<file path="config.mk">
export PLATFORM = sky130hd
export DESIGN_NAME = norm_share_sched_flat
export DESIGN_NICKNAME = d
export VERILOG_FILES = /design/src/rtl/norm_share_sched_pkg.sv /design/src/rtl/norm_share_sched_if.sv /design/src/rtl/norm_share_sched_rr_arbiter.sv /design/src/rtl/norm_share_sched.sv /design/src/flat_wrapper.sv
export SDC_FILE = /design/constraint.sdc
export NUM_CORES = 1
export LEC_CHECK = 0
export ABC_AREA = 0
export ABC_CLOCK_PERIOD_IN_PS = 3100
export CORE_MARGIN = 5
export CORE_UTILIZATION = 42
export DETAILED_ROUTE_END_ITERATION = 7
export PLACE_DENSITY = 0.79
export SLEW_MARGIN = 10
export SYNTH_ARGS = -nofsm -noshare
export SYNTH_HDL_FRONTEND = slang
export SYNTH_HIERARCHICAL = 1
export SYNTH_SLANG_ARGS = --single-unit
</file>
<file path="constraint.sdc">
create_clock -name clk -period 3.1 [get_ports clk]
set_input_delay 0.465 -clock clk [delete_from_list [all_inputs] [get_ports clk]]
set_output_delay 0.465 -clock clk [all_outputs]
set_load 0.01 [all_outputs]
</file>
<file path="src/rtl/norm_share_sched_pkg.sv">
// Shared constants and flag encoding for the shared leading-one/normalize scheduler.
// Default geometry: 4 fraction bits, 2 guard bits, 5-bit exponent, 4 lanes.
package norm_share_sched_pkg;

    localparam int SIG_WIDTH  = 4;
    localparam int LOW_EXPAND = 2;
    localparam int EXP_WIDTH  = 5;
    localparam int NUM_REQ    = 4;

    localparam int W       = SIG_WIDTH + 3 + LOW_EXPAND;
    localparam int POS_W   = $clog2(W);
    localparam int ID_W    = $clog2(NUM_REQ);
    localparam int EXP_SAT = (1 << EXP_WIDTH) - 1;

    typedef struct packed {
        logic zero;
        logic ovf;
        logic unf;
    } norm_flags_t;

    localparam norm_flags_t FLAGS_NONE = '{zero: 1'b0, ovf: 1'b0, unf: 1'b0};
    localparam norm_flags_t FLAGS_ZERO = '{zero: 1'b1, ovf: 1'b0, unf: 1'b0};
    localparam norm_flags_t FLAGS_UNF  = '{zero: 1'b1, ovf: 1'b0, unf: 1'b1};
    localparam norm_flags_t FLAGS_OVF  = '{zero: 1'b0, ovf: 1'b1, unf: 1'b0};

endpackage

</file>
<file path="src/rtl/norm_share_sched_if.sv">
// Lane request bus plus normalized result bus of the shared normalizer.
// The scheduler connects through the slave modport, the lanes/writeback side through master.
interface norm_share_sched_if
    import norm_share_sched_pkg::*;
#(
    parameter int N_REQ  = NUM_REQ,
    parameter int SIG_W  = W,
    parameter int EXP_W  = EXP_WIDTH,
    parameter int FRAC_W = SIG_WIDTH,
    parameter int LANE_W = ID_W
);
    logic [N_REQ-1:0]       req_valid;
    logic [N_REQ-1:0]       req_ready;
    logic [N_REQ*SIG_W-1:0] req_sig;
    logic [N_REQ*EXP_W-1:0] req_exp;
    logic                   out_valid;
    logic                   out_ready;
    logic [FRAC_W-1:0]      out_frac;
    logic [EXP_W-1:0]       out_exp;
    logic [LANE_W-1:0]      out_id;
    logic                   out_zero;
    logic                   out_ovf;
    logic                   out_unf;

    modport master (
        output req_valid, req_sig, req_exp, out_ready,
        input  req_ready, out_valid, out_frac, out_exp, out_id, out_zero, out_ovf, out_unf
    );

    modport slave (
        input  req_valid, req_sig, req_exp, out_ready,
        output req_ready, out_valid, out_frac, out_exp, out_id, out_zero, out_ovf, out_unf
    );
endinterface

</file>
<file path="src/rtl/norm_share_sched_rr_arbiter.sv">
// Round-robin arbiter: grants the first requesting lane at or after ptr, cyclically.
// ptr moves past the granted lane only when the grant is actually taken (advance).
module norm_share_sched_rr_arbiter #(
    parameter int NUM_REQ = 4,
    parameter int ID_W    = 2
) (
    input  logic               clk,
    input  logic               rst_n,
    input  logic [NUM_REQ-1:0] req,
    input  logic               advance,
    output logic [NUM_REQ-1:0] grant,
    output logic [ID_W-1:0]    grant_idx,
    output logic               grant_valid
);
    logic [ID_W-1:0] ptr_reg;
    logic [ID_W-1:0] ptr_next;

    // Walk offsets from farthest to nearest so the closest requester wins.
    always_comb begin
        int idx;
        grant_idx   = '0;
        grant_valid = 1'b0;
        for (int off = NUM_REQ - 1; off >= 0; off--) begin
            idx = int'(ptr_reg) + off;
            if (idx >= NUM_REQ) begin
                idx = idx - NUM_REQ;
            end
            if (req[idx]) begin
                grant_valid = 1'b1;
                grant_idx   = ID_W'(idx);
            end
        end
    end

    for (genvar gi = 0; gi < NUM_REQ; gi++) begin : g_grant
        assign grant[gi] = grant_valid && (grant_idx == ID_W'(gi));
    end

    always_comb begin
        ptr_next = ptr_reg;
        if (advance && grant_valid) begin
            ptr_next = (grant_idx == ID_W'(NUM_REQ - 1)) ? '0 : grant_idx + 1'b1;
        end
    end

    always_ff @(posedge clk or negedge rst_n) begin
        if (!rst_n) begin
            ptr_reg <= '0;
        end else begin
            ptr_reg <= ptr_next;
        end
    end
endmodule

</file>
<file path="src/rtl/norm_share_sched.sv">
// Shares one leading-one/normalize datapath between accumulator lanes.
// Stage 1 captures the granted lane; stage 2 holds the normalized, lane-tagged result.
module norm_share_sched
    import norm_share_sched_pkg::*;
#(
    parameter int sigWidth   = SIG_WIDTH,
    parameter int low_expand = LOW_EXPAND,
    parameter int expWidth   = EXP_WIDTH,
    parameter int NUM_REQ    = norm_share_sched_pkg::NUM_REQ
) (
    input  logic               clk,
    input  logic               rst_n,
    norm_share_sched_if.slave  bus
);
    localparam int IN_W = sigWidth + 3 + low_expand;
    localparam int P_W  = $clog2(IN_W);
    localparam int I_W  = $clog2(NUM_REQ);
    localparam int E2_W = expWidth + 2;
    localparam logic signed [E2_W-1:0] E_SAT = E2_W'((1 << expWidth) - 1);

    logic               s2_load;
    logic               accept;
    logic               handshake;
    logic [NUM_REQ-1:0] grant;
    logic [I_W-1:0]     grant_idx;
    logic               grant_valid;

    logic                s1_valid_reg;
    logic [IN_W-1:0]     s1_sig_reg;
    logic [expWidth-1:0] s1_exp_reg;
    logic [I_W-1:0]      s1_id_reg;

    logic                out_valid_reg;
    logic [sigWidth-1:0] out_frac_reg;
    logic [expWidth-1:0] out_exp_reg;
    logic [I_W-1:0]      out_id_reg;
    norm_flags_t         out_flags_reg;

    logic [P_W-1:0]         pos;
    logic [IN_W-1:0]        shifted;
    logic signed [E2_W-1:0] e;
    logic [sigWidth-1:0]    frac_next;
    logic [expWidth-1:0]    exp_next;
    norm_flags_t            flags_next;
    logic                   unused_shift;

    assign s2_load   = !out_valid_reg || bus.out_ready;
    assign accept    = !s1_valid_reg || s2_load;
    assign handshake = accept && grant_valid;
    assign bus.req_ready = {NUM_REQ{accept}} & grant;

    norm_share_sched_rr_arbiter #(
        .NUM_REQ (NUM_REQ),
        .ID_W    (I_W)
    ) u_arb (
        .clk         (clk),
        .rst_n       (rst_n),
        .req         (bus.req_valid),
        .advance     (accept),
        .grant       (grant),
        .grant_idx   (grant_idx),
        .grant_valid (grant_valid)
    );

    // S1 empties on a drain with no new grant, so valid follows the handshake.
    always_ff @(posedge clk or negedge rst_n) begin
        if (!rst_n) begin
            s1_valid_reg <= 1'b0;
            s1_sig_reg   <= '0;
            s1_exp_reg   <= '0;
            s1_id_reg    <= '0;
        end else if (accept) begin
            s1_valid_reg <= handshake;
            if (handshake) begin
                s1_sig_reg <= bus.req_sig[grant_idx*IN_W +: IN_W];
                s1_exp_reg <= bus.req_exp[grant_idx*expWidth +: expWidth];
                s1_id_reg  <= grant_idx;
            end
        end
    end

    always_comb begin
        pos = '0;
        for (int b = 0; b < IN_W; b++) begin
            if (s1_sig_reg[b]) begin
                pos = P_W'(b);
            end
        end
    end

    assign shifted = s1_sig_reg << (P_W'(IN_W - 1) - pos);
    assign e       = E2_W'(s1_exp_reg) + E2_W'(pos) - E2_W'(sigWidth + low_expand);
    // The leading one and guard bits are deliberately dropped (truncation).
    assign unused_shift = ^{shifted[IN_W-1], shifted[IN_W-2-sigWidth:0]};

    always_comb begin
        frac_next  = '0;
        exp_next   = '0;
        flags_next = FLAGS_NONE;
        if (s1_sig_reg == '0) begin
            flags_next = FLAGS_ZERO;
        end else if (e <= 0) begin
            flags_next = FLAGS_UNF;
        end else if (e >= E_SAT) begin
            flags_next = FLAGS_OVF;
            exp_next   = '1;
        end else begin
            exp_next  = e[expWidth-1:0];
            frac_next = shifted[IN_W-2 -: sigWidth];
        end
    end

    always_ff @(posedge clk or negedge rst_n) begin
        if (!rst_n) begin
            out_valid_reg <= 1'b0;
            out_frac_reg  <= '0;
            out_exp_reg   <= '0;
            out_id_reg    <= '0;
            out_flags_reg <= FLAGS_NONE;
        end else if (s2_load) begin
            out_valid_reg <= s1_valid_reg;
            out_frac_reg  <= frac_next;
            out_exp_reg   <= exp_next;
            out_id_reg    <= s1_id_reg;
            out_flags_reg <= flags_next;
        end
    end

    assign bus.out_valid = out_valid_reg;
    assign bus.out_frac  = out_frac_reg;
    assign bus.out_exp   = out_exp_reg;
    assign bus.out_id    = out_id_reg;
    assign bus.out_zero  = out_flags_reg.zero;
    assign bus.out_ovf   = out_flags_reg.ovf;
    assign bus.out_unf   = out_flags_reg.unf;
endmodule

</file>
<file path="src/flat_wrapper.sv">
// flat-port wrapper written by rule: the top's interface ports become plain ports
module norm_share_sched_flat import norm_share_sched_pkg::*;
#(
    parameter int sigWidth   = SIG_WIDTH,
    parameter int low_expand = LOW_EXPAND,
    parameter int expWidth   = EXP_WIDTH,
    parameter int NUM_REQ    = norm_share_sched_pkg::NUM_REQ
)
  (clk, rst_n, bus_req_valid, bus_req_sig, bus_req_exp, bus_out_ready, bus_req_ready, bus_out_valid, bus_out_frac, bus_out_exp, bus_out_id, bus_out_zero, bus_out_ovf, bus_out_unf);
  norm_share_sched_if bus_i ();
  input  logic clk;
  input  logic rst_n;
  input wire logic [$bits(bus_i.req_valid)-1:0] bus_req_valid;
  input wire logic [$bits(bus_i.req_sig)-1:0] bus_req_sig;
  input wire logic [$bits(bus_i.req_exp)-1:0] bus_req_exp;
  input wire logic [$bits(bus_i.out_ready)-1:0] bus_out_ready;
  output wire logic [$bits(bus_i.req_ready)-1:0] bus_req_ready;
  output wire logic [$bits(bus_i.out_valid)-1:0] bus_out_valid;
  output wire logic [$bits(bus_i.out_frac)-1:0] bus_out_frac;
  output wire logic [$bits(bus_i.out_exp)-1:0] bus_out_exp;
  output wire logic [$bits(bus_i.out_id)-1:0] bus_out_id;
  output wire logic [$bits(bus_i.out_zero)-1:0] bus_out_zero;
  output wire logic [$bits(bus_i.out_ovf)-1:0] bus_out_ovf;
  output wire logic [$bits(bus_i.out_unf)-1:0] bus_out_unf;
  assign bus_i.req_valid = bus_req_valid;
  assign bus_i.req_sig = bus_req_sig;
  assign bus_i.req_exp = bus_req_exp;
  assign bus_i.out_ready = bus_out_ready;
  assign bus_req_ready = bus_i.req_ready;
  assign bus_out_valid = bus_i.out_valid;
  assign bus_out_frac = bus_i.out_frac;
  assign bus_out_exp = bus_i.out_exp;
  assign bus_out_id = bus_i.out_id;
  assign bus_out_zero = bus_i.out_zero;
  assign bus_out_ovf = bus_i.out_ovf;
  assign bus_out_unf = bus_i.out_unf;
  norm_share_sched #(.sigWidth(sigWidth), .low_expand(low_expand), .expWidth(expWidth), .NUM_REQ(NUM_REQ)) u_core (.clk(clk), .rst_n(rst_n), .bus(bus_i));
endmodule
</file>
---- Word-level counts from Yosys, hierarchy flattened ----
Index checks and enable logic that the tools add are counted.
cells by class
  add/subtract/negate cells ............... 11
  bitwise operators ....................... 1
  shift operators ......................... 3
  multipliers ............................. 2
  $lt $le $gt $ge ......................... 10
  reductions and logical operators ........ 12
  divide/modulo/power cells ............... 0
  mux-type cells .......................... 42
  eq/ne operators ......................... 3
operator list
  kind                                                   count
  < comparator 32 x 4 -> 1 bit (second input constant)   4
  2-to-1 mux 32 bit                                      4
  indexed part select 36 x 7 -> 9 bit                    1
  >= comparator 32 x 4 -> 1 bit (second input constant)  1
  subtractor 32 x 4 -> 32 bit (second input constant)    1
  indexed part select 20 x 6 -> 5 bit                    1
  2-to-1 mux 3 bit                                       6
  2-to-1 mux 2 bit                                       8
  2-to-1 mux 4 bit                                       4
  2-to-1 mux 5 bit                                       3
  2-to-1 mux 1 bit                                       13
  zero test 9 bit                                        1
  << shifter 9 x 4 -> 8 bit                              1
  binary-select mux 1 bit (select 2 bit)                 4
  subtractor 3 x 3 -> 4 bit (second input constant)      2
  >= comparator 7 x 6 -> 1 bit (second input constant)   1
  <= comparator 7 x 1 -> 1 bit (second input constant)   1
  subtractor 6 x 3 -> 7 bit (second input constant)      1
  adder 2 x 2 -> 3 bit (second input constant)           2
  adder 5 x 4 -> 6 bit                                   1
  >= comparator 3 bit (second input constant)            2
  multiplier 2 x 4 -> 6 bit (second input constant)      1
  logical AND 1 bit                                      5
  multiplier 2 x 3 -> 5 bit (second input constant)      1
  12 further kinds                                       15
word-level totals
  flip-flop bits (word level) ............. 34
  word-level logic and storage cells ...... 96
  latch bits .............................. 0
  memories ................................ 0
  RAM bits ................................ 0
  output and inout bits ................... 19
  ROM bits ................................ 0

---- Logic depth before layout (Yosys ltp) ----
  depth in word-level cells ............... 14
  mapped depth ............................ 13
  mapped depth without buffers ............ 13

---- Modules after synthesis ----
The synthesis kept the hierarchy.
by module, submodules not included
  module                       cells an instance  instances  area each (µm²)  sequential area each (µm²)
  norm_share_sched             213                1          2301.0           800.8
  norm_share_sched_rr_arbiter  24                 1          202.7            50.0

---- Worst setup path after synthesis ----
No wires, ideal clock.
  path type ............................... register to register
  from .................................... reg u_core.s1_sig_reg[6]
  to ...................................... reg u_core.out_frac_reg[3] (netlist: u_core/bus.out_frac[3])
  path slack .............................. 217 ps
  stages on the path, launching flop included .. 12
  required time ........................... 3023 ps
  setup time .............................. 77 ps
  path buffers ............................ 1
  arrival time ............................ 2807 ps
  path through ............................ dfrtp_1 > buf_4 > nor4_4 > nor2_4 > ha_1 > fa_1 > xnor2_1 > nor2_1 > o21ai_1 > nand2_1 > or3_1 > o21ai_1
between the ends
  longest elaborated chain between the ends .. 9
  elaborated cells between the ends (all ways) .. 13
ends and longest elaborated chain
  what                            line                     text
  start: declaration              norm_share_sched.sv:29   logic [IN_W-1:0] s1_sig_reg;
  start signal: assignment        norm_share_sched.sv:75   s1_sig_reg <= bus.req_sig[grant_idx*IN_W +: IN_W];
  2-to-1 mux 3 bit (2 in series)  norm_share_sched.sv:85   if (s1_sig_reg[b]) begin
  2-to-1 mux 4 bit                norm_share_sched.sv:85
  adder 5 x 4 -> 6 bit            norm_share_sched.sv:92   assign e = E2_W'(s1_exp_reg) + E2_W'(pos) - E2_W'(sigWidth + low_expand);
  subtractor 6 x 3 -> 7 bit       norm_share_sched.sv:92
  >= comparator 7 x 6 -> 1 bit    norm_share_sched.sv:104  end else if (e >= E_SAT) begin
  2-to-1 mux 4 bit                norm_share_sched.sv:104
  2-to-1 mux 4 bit                norm_share_sched.sv:102  end else if (e <= 0) begin
  2-to-1 mux 4 bit *              norm_share_sched.sv:100  if (s1_sig_reg == '0) begin
  end signal: assignment          norm_share_sched.sv:122  out_frac_reg <= frac_next;
  end: declaration                norm_share_sched.sv:34   logic [sigWidth-1:0] out_frac_reg;
Every way passes the cells marked *; elsewhere a longest branch is shown, timed or not.
A chain may end at the register's enable or synchronous reset.

---- Worst setup path in the final report ----
  from .................................... reg u_core.s1_sig_reg[2]
  to ...................................... reg u_core.out_frac_reg[3] (netlist: u_core/bus.out_frac[3])
between the ends
  longest elaborated chain between the ends .. 13
  elaborated cells between the ends (all ways) .. 17
ends and longest elaborated chain
  what                            line
  2-to-1 mux 2 bit (2 in series)  norm_share_sched.sv:85
  2-to-1 mux 3 bit (4 in series)  norm_share_sched.sv:85
  2-to-1 mux 4 bit                norm_share_sched.sv:85
  adder 5 x 4 -> 6 bit            norm_share_sched.sv:92
  subtractor 6 x 3 -> 7 bit       norm_share_sched.sv:92
  >= comparator 7 x 6 -> 1 bit    norm_share_sched.sv:104
  2-to-1 mux 4 bit                norm_share_sched.sv:104
  2-to-1 mux 4 bit                norm_share_sched.sv:102
  2-to-1 mux 4 bit *              norm_share_sched.sv:100
Marks and branches as above.

==> impl_metrics.py <==
metrics = {
    "route": {
        "viasPerCell": 5.37,
        "wirelength_mm": 6.06,
        "detail_route.wl_per_cell_um": 15.2,
        "first_iter_violations": 86,
        "dr.pass1.iters": 4,
        "drc_errors": 0,
        "detail-route-antenna-nets": 0,
        "vias": 2149,
    },
    "power_and_ir_drop": {
        "p_sw_uw": 1400,
        "clockPowerShare": 0.094,
        "swShare": 0.427,
        "vdd_ir_drop_max_v": 0.000515,
        "power_leakage_uw": 0.00144,
        "combPwrFrac": 0.671,
        "p_per_area_nw_per_um2": 929,
        "pwr-share-seq": 0.235,
        "p_int_uw": 1880,
    },
    "sta": {
        "clock_skew_ns": 0.0106,
        "finalHoldViolCount": 0,
        "fmax_mhz": 338,
        "setup_viol": 0,
        "tightest_slew_ns": 0.671,
        "fin_crit_sh": 0.955,
        "drv_slew": 0,
        "slew_headroom": 0.552,
        "period_needed_ns": 2.96,
    },
    "clock_tree": {
        "cts-root-buf": "clkbuf_8",
        "clockBufferDepth": 2,
        "htreeDepth": 2,
        "clk_latency_ns": 0.29,
        "cts_sinks": 34,
        "tritoncts": "built",
        "clk_pin_slew_worst_paths_ns": 0.07,
        "holdBufCountCts": 0,
        "cts_made_buffers": 5,
    },
    "synthesis": {
        "ys_seq_area_frac": 0.340,
        "synth_mux_area_frac": 0.212,
        "synth_area_per_cell_sq_um": 10.6,
        "ys_ff_latch": 34,
        "yosysMostFrequentCell": "dfrtp_1",
        "ys_top_cells_by_area": "dfrtp_1, mux4_2, mux2_2, ha_1, nand2_1",
        "synth_xor_area_frac": 0.0230,
        "ys_warn_count": 6,
        "synth_area_leader_cell": "dfrtp_1",
        "async_reset_ff_frac": 1.00,
        "synth_fa_ha_area_frac": 0.0580,
        "synth_area_sq_um": 2500,
        "synth_flop_cell": "dfrtp_1",
        "synth.distinct_cells": 58,
        "synth_cells": 237,
        "synth_edf_count": 0,
        "synth_compound_area_frac": 0.159,
        "syn-num-nets": 311,
        "synth_common_cells": "dfrtp_1, nand2_1, mux2_2",
        "synth_top_area_frac": 0.340,
        "synth_top_family_by_area": "multiplexers",
        "synth-simple-area-share": 0.161,
    },
    "die": {
        "die_x_um": 87.2,
        "coreArea_sq_um": 5850,
        "initial_core_util": 0.428,
        "rows": 28,
        "io_pins": 82,
        "die_h_um": 87.2,
        "die_area_sq_um": 7600,
    },
    "layout": {
        "fin_area_sq_um": 3540,
        "nFillCells": 496,
        "drive_gt1_frac": 0.228,
        "largest_register_ffs": 9,
        "finalNetCount": 399,
        "syn_to_final_growth_pct": 41.3,
        "stdcell_count": 400,
        "diodes": 0,
    },
    "placement": {
        "post_dp_cell_area_sq_um": 3420,
        "dpl.hpwl_mm": 4.86,
        "numPortBuffers": 81,
        "place_congestion": 0.937,
        "dp.cells": 392,
    },
    "worst_setup_path": {
        "critical_path_class": "reg2reg",
        "worstSetupStartpointType": "register",
        "worst_setup_path_end_kind": "register",
        "crit_path_max_incr_delay_ns": 0.44,
        "arrival_ns": 3.17,
        "cp_cell_sequence": "nor2_2, nor3_2, o31ai_2, ha_1, inv_1, ha_1, fa_2, a21o_1, a21oi_2, xnor2_2, nand2_1, or3_4, o21ai_1",
        "worstPathMaxFanout": 5,
        "crit_top_cell": "ha_1",
        "crit_required_ns": 3.31,
        "cp_slowest_cell": "dfrtp_2",
    },
    "min_path": {
        "hp-class": "reg2reg",
    },
    "global_route": {
        "antenna_found_initial": 0,
        "grt_pass1_wl_mm": 9.90,
        "grt_pass1_vias": 2167,
        "grtUsageTotal": 0.166,
        "gr-total-overflow": 0,
        "grt_max_degree": 35,
    },
    "flow_run": {
        "maxCapViolCount": 0,
    },
    "outcome": {
        "outcome": "finished clean",
    },
}
==> metal layers <==
| metal | vias up | global-route usage | wire length, um |
|---|---|---|---|
| met5 | - | 0 | 0 |
| met4 | 0 | 0.0474 | 78 |
| met3 | 7 | 0.0530 | 523 |
| met2 | 89 | 0.277 | 2850 |
| met1 | 1013 | 0.206 | 2610 |
| li1 | 1040 | - | - |
==> logic make-up (layout without fill, tap and decap cells) <==
logic type,after synthesis,in the layout
xor+xnor,4,4
compound gates,55,55
flops,34,34
mux,33,33
fa+ha+maj,11,11
simple gates,75,75
buf+inv,25,113
==> through the flow <==
step            util  hold slack (ns)  TNS (ns)  worst slack (ns)  total power [uW]
2_1_floorplan      -            0.169         0             0.217              2280
3_3_place_gp   0.585            0.439         0             0.142              2840
3_5_place_dp   0.585            0.446         0            0.0692              2880
4_1_cts        0.598            0.460         0            0.0475              3210
5_1_grt        0.605            0.471    -0.114           -0.0477              3550
6_report       0.605            0.458         0             0.140              3290
==> cell usage in the layout (no fill, tap or decap), types with 6 or more instances in the layout <==
| cell type | instances |
|---|---|
| clkdlybuf4s50_1 | 81 |
| dfrtp_1 | 30 |
| nand2_1 | 24 |
| mux2_2 | 16 |
| inv_1 | 14 |
| mux4_2 | 14 |
| a21oi_1 | 12 |
| nor2_1 | 11 |
| buf_4 | 11 |
| ha_1 | 10 |
| o21ai_1 | 8 |
| nand2b_1 | 8 |
| and2_1 | 6 |
| nand3_1 | 6 |
==> power by group through the flow <==
stage               clock network, uW  logic (uW)  registers [uW]
global placement                    0        2080             758
CTS                               316        2130             761
detailed placement                  0        2110             769
global route                      333        2430             797
finish                            308        2210             772
floorplan                           0        1540             741
==> repair_timing <==
action	CTS	global route
setup endpoints to repair	0	12
setup buffers	0	1
gates resized for setup	0	10
==> worst max-delay path, delay by kind of cell (launching register included) <==
family                     cells  cell delay, ns
xor gates and xnor gates       1            0.16
adders and majority gates      3            0.76
DFF                            1            0.44
buffers and inverters          1            0.04
AOI/OAI and AO/OA              4            0.76
and+or+nand+nor                4            0.73
==> final timing paths <==
check | startpoint | endpoint | slack (ns) | cells past startpoint
max | u_core/s1_sig_reg[2] | u_core/bus.out_frac[3] | 0.14 | 13
min | u_core/s1_valid_reg | u_core/bus.out_valid | 0.46 | 1
max reg2reg | u_core/s1_sig_reg[2] | u_core/bus.out_frac[3] | 0.14 | 13
min reg2reg | u_core/s1_valid_reg | u_core/bus.out_valid | 0.46 | 1
max in group asynchronous | rst_n | u_core/s1_sig_reg[7] | 2.19 | 2
min in group asynchronous | rst_n | u_core/bus.out_exp[3] | 0.58 | 2
==> area by class of cell <==
type                            count  area (sq um)  share of cell area
Timing Repair Buffer               92           893               0.252
Clock inverter                      1          7.51             0.00212
Clock buffer                        6          72.6              0.0205
Multi-Input combinational cell    178          1560               0.442
Sequential cell                    34           856               0.242
Tap cell                           75          93.8              0.0265
Inverter                           14          52.6              0.0149
(Power assumes the default switching activity.)
